<file path="src/rtl/dist_ram_bist.sv">
// March C- BIST for a read-first, 1-cycle-latency single-port RAM: runs 4N+1 busy cycles per start,
// with each read checked one cycle after it is issued; start is ignored while busy.
module dist_ram_bist #(
  parameter int          DATA_WIDTH = 8,
  parameter int          ADDR_WIDTH = 4,
  parameter logic [63:0] BACKGROUND = 64'h55
) (
  input  logic                  clk,
  input  logic                  rst_n,
  input  logic                  start,
  output logic                  ram_en,
  output logic                  ram_we,
  output logic [ADDR_WIDTH-1:0] ram_addr,
  output logic [DATA_WIDTH-1:0] ram_din,
  input  logic [DATA_WIDTH-1:0] ram_dout,
  output logic                  busy,
  output logic                  done,
  output logic                  pass,
  output logic [ADDR_WIDTH-1:0] fail_addr,
  output logic [DATA_WIDTH-1:0] fail_data,
  output logic [ADDR_WIDTH+1:0] err_count
);

  localparam logic [DATA_WIDTH-1:0] PAT  = DATA_WIDTH'(BACKGROUND);
  localparam logic [ADDR_WIDTH-1:0] AMAX = '1;

  typedef enum logic [2:0] {IDLE, W_BG, RW_UP, RW_DN, R_UP, DRAIN, DONE} state_t;

  state_t                state_q, state_d;
  logic [ADDR_WIDTH-1:0] addr_q, addr_d;
  logic                  rd_issue, accept;
  logic [DATA_WIDTH-1:0] rd_exp;
  logic                  chk_vld;
  logic [ADDR_WIDTH-1:0] chk_addr;
  logic [DATA_WIDTH-1:0] chk_exp;
  logic                  fail_flag;

  always_comb begin
    state_d  = state_q;
    addr_d   = addr_q;
    ram_en   = 1'b0;
    ram_we   = 1'b0;
    ram_din  = '0;
    rd_issue = 1'b0;
    rd_exp   = '0;
    accept   = 1'b0;
    case (state_q)
      IDLE, DONE: begin
        if (start) begin
          accept  = 1'b1;
          state_d = W_BG;
          addr_d  = '0;
        end
      end
      W_BG: begin
        ram_en  = 1'b1;
        ram_we  = 1'b1;
        ram_din = PAT;
        addr_d  = addr_q + 1'b1;
        if (addr_q == AMAX) state_d = RW_UP;
      end
      RW_UP: begin
        ram_en   = 1'b1;
        ram_we   = 1'b1;
        ram_din  = ~PAT;
        rd_issue = 1'b1;
        rd_exp   = PAT;
        addr_d   = addr_q + 1'b1;
        if (addr_q == AMAX) begin
          state_d = RW_DN;
          addr_d  = AMAX;
        end
      end
      RW_DN: begin
        ram_en   = 1'b1;
        ram_we   = 1'b1;
        ram_din  = PAT;
        rd_issue = 1'b1;
        rd_exp   = ~PAT;
        addr_d   = addr_q - 1'b1;
        if (addr_q == '0) begin
          state_d = R_UP;
          addr_d  = '0;
        end
      end
      R_UP: begin
        ram_en   = 1'b1;
        rd_issue = 1'b1;
        rd_exp   = PAT;
        addr_d   = addr_q + 1'b1;
        if (addr_q == AMAX) state_d = DRAIN;
      end
      DRAIN:   state_d = DONE;
      default: state_d = IDLE;
    endcase
  end

  assign ram_addr = ram_en ? addr_q : '0;
  assign busy     = (state_q != IDLE) && (state_q != DONE);
  assign done     = (state_q == DONE);
  assign pass     = done && (err_count == '0);

  always_ff @(posedge clk) begin
    if (!rst_n) begin
      state_q   <= IDLE;
      addr_q    <= '0;
      chk_vld   <= 1'b0;
      chk_addr  <= '0;
      chk_exp   <= '0;
      err_count <= '0;
      fail_addr <= '0;
      fail_data <= '0;
      fail_flag <= 1'b0;
    end else begin
      state_q  <= state_d;
      addr_q   <= addr_d;
      chk_vld  <= rd_issue;
      chk_addr <= addr_q;
      chk_exp  <= rd_exp;
      if (accept) begin
        err_count <= '0;
        fail_addr <= '0;
        fail_data <= '0;
        fail_flag <= 1'b0;
      end else if (chk_vld && (ram_dout != chk_exp)) begin
        // Only the first mismatch of a run is captured for diagnosis.
        err_count <= err_count + (ADDR_WIDTH+2)'(1);
        if (!fail_flag) begin
          fail_addr <= chk_addr;
          fail_data <= ram_dout;
          fail_flag <= 1'b1;
        end
      end
    end
  end

endmodule

</file>
<file path="config.mk">
export PLATFORM = sky130hd
export DESIGN_NAME = dist_ram_bist
export DESIGN_NICKNAME = d
export VERILOG_FILES = /design/src/rtl/dist_ram_bist.sv
export SDC_FILE = /design/constraint.sdc
export NUM_CORES = 1
export LEC_CHECK = 0
export BUFFER_PORTS_ARGS = -buffer_cell sky130_fd_sc_hd__buf_2
export CELL_PAD_IN_SITES_DETAIL_PLACEMENT = 1
export CELL_PAD_IN_SITES_GLOBAL_PLACEMENT = 1
export CORE_UTILIZATION = 34
export DETAILED_ROUTE_END_ITERATION = 16
export GPL_TIMING_DRIVEN = 0
export PLACE_DENSITY_LB_ADDON = 0.1
export SYNTH_ARGS = -nofsm -noshare
export SYNTH_HDL_FRONTEND = slang
export SYNTH_SLANG_ARGS = --single-unit
</file>
<file path="constraint.sdc">
create_clock -name clk -period 1.7 [get_ports clk]
set_clock_uncertainty 0.1 [all_clocks]
set_input_delay 0.255 -clock clk [delete_from_list [all_inputs] [get_ports clk]]
set_output_delay 0.255 -clock clk [all_outputs]
set_load 0.01 [all_outputs]
</file>
==> run summary <==
The flow ran to the end, but the final reports show violations. The checks that failed: setup timing. The routed length per placed instance came out at 14.8 microns. Averaged over all synthesized cells, the footprint is between 8 and 9 sq um. The count of standard-cell rows came out at 25. The remaining global-route overflow came out at 0.

The die outline height came out at around 74 microns. The internal power consumption is 1.17 mW. The starting DRC count in detailed routing came out at 62. Measured against its own limit, the worst slew margin works out to 0.739. The net count after synthesis is between 200 and 250. The first-pass iteration count of the detailed router is 4. TritonCTS built the clock tree. The synthesized-area fraction occupied by adder cells came out at 0.0430. The clock transition at the register clock pins on the worst setup and hold paths after CTS is 0.06 ns. The share of total power dissipated in sequential elements is 0.504. The static leakage came out at 1.11 nW. The total CTS buffers came out at 5. The number of diodes added for antenna fixing came out at 0. The slew at the pin closest to its max-slew limit came out at 0.391 ns. The count of antenna-violating nets left after detailed routing came out at 0.

The warning count from the yosys run came out at 0. The fraction of synthesized cell area in xor and xnor cells came out at 0.0552. The nature of the critical path endpoint is an output pin. The data required time of the critical path came out at 1.34 ns. The routed wire length came out at 5070 microns. In the final layout, the share of cells above drive strength 1 is 0.473. STA classifies the critical path startpoint as a flip-flop.

The via density per instance is 4.96. The post-synthesis simple-gate area fraction is 0.204. The slowest stage of the critical path belongs to the cell or4b_4.

The total power per unit cell area came out at 598 mW/mm^2. The number of vias after detailed routing came out at 1697. The latest clock arrival within the worst-skew pair came out at 0.28 ns. After synthesis the cells add up to ~0.0017 sq mm. In the routed design, unresolved DRC markers number 0. The post-synthesis cell count is 201.

The longest clock path from root to sink contains 2 buffers. For this configuration, the core starts out at a cell density of 0.362. The area of the die is ~0.0054 sq mm. Data arrives at the worst endpoint at 1.48 ns. The final hold violation count came out at 0.

The tree is rooted in a clkbuf_8. Across the run, the number of max-cap violations was 0. The path type of the worst setup path is flip-flop to output pin. The total global-route track usage is 0.187.

The path type of the worst min-delay path is input pin to flip-flop. Of the total power, combinational logic draws 0.142. The routability-driven placement congestion ratio came out at between 0.7 and 0.8.

After synthesis, the largest family of logic cells by area is simple AND/OR/NAND/NOR gates. The number of pins exceeding their max-slew limit in the final report is 0. The shortest clock period the worst path allows after layout came out at 1.83 ns. The register bit count reported by yosys came out at 33.

Walking the worst path, the cells encountered are inv_1 -> ha_1 -> or4b_4 -> nor3_2 -> buf_2. The fraction of synthesized area in multiplexers is 0.118. The via count of the first global-routing pass came to 1587.

The fraction of the mapped netlist area in compound gates came out at 0.125. The number of antenna violations at the first check in global routing came to 0. Summed over all nets, the switching power comes to 0.419 mW. The proportion of synthesized chip area in sequential cells is 0.379. Of the total power, the share spent switching nets is 0.264.

The number of standard cells in the final layout excluding fillers is 342. The register-to-register setup slack is around 0.040 ns. Of the total power, the clock network draws 0.354. After the last flow step, the layout net total stands at ~290. The first global-routing pass estimated roughly 7600 microns of wire. Measured on the finished design, the core utilization comes to 0.551.

The worst voltage drop across the vdd grid came out at ~0.34 mV. The count of final setup violators came out at 5. The clock tree synthesis step divided the H-tree into 2 levels. The number of placed instances, taps included is 313. The area growth from synthesis to layout is 52.1%.

After legalization and detailed placement, the total HPWL measured 3060 microns. The area of the placeable core is 0.00482 sq mm. The count of buffers from port buffering came out at between 40 and 50. For this run, the slowest stage of the critical path takes between 0.4 and 0.5 ns. The setup slack after layout is -0.135 ns.

The largest net degree at the start of global routing came out at 11. Setup repair after global routing could not meet its margin everywhere. The number of distinct library cell variants in the gate-level netlist after synthesis came out at 40. For this design, the sink count on the clock tree is 33. In the finished design, the share of the clock period the worst path needs comes to 1.08. In this run the worst path has a maximum fanout of 2. Pin placement for this block handled 46 I/O pins. The maximum clock rate came out at 0.545 GHz.

Measured along the x axis, the die boundary spans ~74 microns.
## state kept, by name, summed over array words and instances, names as in the netlist
signal	flops
chk_vld	1
addr_q	4
state_q	3
fail_data	8
chk_exp	2
err_count	6
chk_addr	4
fail_flag	1
fail_addr	4
## per-layer routing
layer	vias up	routed length, microns	GRT usage
met5	-	0	0
met4	0	73	0.0641
met3	7	180	0.0398
met2	37	2600	0.328
met1	818	2210	0.224
li1	835	-	-
## worst max-delay path, delay by kind of cell, from the launching register on
| family | cells | cell delay [ns] |
|---|---|---|
| buf+inv | 2 | 0.19 |
| simple gates | 2 | 0.56 |
| flops | 1 | 0.34 |
| fa+ha+maj | 1 | 0.12 |
## power groups by stage
stage,Combinational [mW],Clock [mW],Sequential [mW]
final,0.225,0.562,0.800
after detailed placement,0.174,0,0.809
after global routing,0.248,0.617,0.801
after global placement,0.174,0,0.809
after floorplan,0.112,0,0.806
after CTS,0.182,0.577,0.798
## cell usage in the layout, fill, tap and decap left out, types with 6 or more instances in the layout
cell and count:
buf_4 28, inv_1 7, nor2_1 31, dfxtp_4 6
nand2_1 7, dfxtp_1 25, mux2i_1 15, buf_6 10
buf_2 40, a21oi_1 10
## layout make-up
type                       instances  area, sq um
clock buffer                       6         72.6
buffer                            13          141
sequential                        33          686
clock inverter                     2         10.0
multi-input combinational        142         1150
inverter                          10         45.0
fill                             596         2160
timing repair buffer              69          462
tap                               67         83.8
## path summary, 6_finish.rpt
kind / startpoint / endpoint / depth (start not counted)
min reg2reg: chk_addr[2] / fail_addr[2] / 2
min: ram_dout[1] / fail_data[1] / 3
max: err_count[1] / pass / 5
max reg2reg: state_q[1] / addr_q[2] / 7
## logic make-up (layout without fill, tap and decap cells)
logic type | after synthesis | after routing
multiplexers | 18 | 18
adder cells (fa/ha/maj) | 6 | 6
buffers and inverters | 26 | 100
flip-flops | 33 | 33
XOR/XNOR | 11 | 11
AND/OR/NAND/NOR | 73 | 73
AO/OA/AOI/OAI | 34 | 34
## stage by stage
stage	setup WS (ns)	hold WS [ns]	TNS (ns)	total power, mW	cell area [sq um]
6_report	-0.135	0.146	-0.330	1.59	2650
3_3_place_gp	-0.528	0.349	-9.69	0.983	2080
4_1_cts	-0.158	0.142	-0.378	1.56	2360
3_5_place_dp	-0.533	0.363	-9.56	0.983	2080
2_1_floorplan	-0.0453	0.282	-0.0640	0.918	1770
5_1_grt	-0.219	0.147	-0.899	1.67	2650
## synthesized netlist by cell type
cell type / instances / area (sq um)
ha_1: 6 / 75.1
a211oi_2: 1 / 12.5
nand3_1: 3 / 15.0
buf_1: 1 / 3.75
nand3b_1: 2 / 15.0
and3_1: 2 / 12.5
mux2_1: 1 / 11.3
buf_6: 1 / 11.3
a211oi_1: 2 / 15.0
nor2b_1: 1 / 6.26
a2bb2oi_1: 1 / 8.76
nor2_1: 32 / 120
xor2_1: 4 / 35.0
o21a_1: 1 / 7.51
mux2i_1: 15 / 150
or4_1: 2 / 15.0
a311oi_1: 2 / 17.5
a22oi_1: 2 / 15.0
nor3b_1: 1 / 7.51
nand2b_1: 3 / 18.8
dfxtp_1: 33 / 661
inv_1: 8 / 30.0
a2111oi_0: 1 / 8.76
and2_1: 6 / 37.5
or4b_2: 1 / 10.0
nand2_1: 7 / 26.3
o211ai_1: 1 / 7.51
nand4_1: 5 / 31.3
clkinv_1: 2 / 7.51
a31oi_1: 2 / 12.5
buf_4: 6 / 45.0
or2_2: 1 / 6.26
xnor2_1: 7 / 61.3
clkbuf_1: 5 / 18.8
nor3_1: 7 / 35.0
o2bb2ai_1: 2 / 17.5
mux2i_4: 2 / 45.0
buf_2: 3 / 15.0
o21ai_0: 7 / 35.0
a21oi_1: 12 / 60.1
## what timing repair did
item,4_1_cts,5_1_grt
pin swaps,2,13
hold endpoints to repair,0,0
endpoints found under the setup margin,43,27
gates resized for setup,42,40
hold buffers,0,0
gates cloned,0,2
setup buffers,9,13
Note: power is estimated with default switching activity, not from simulation.
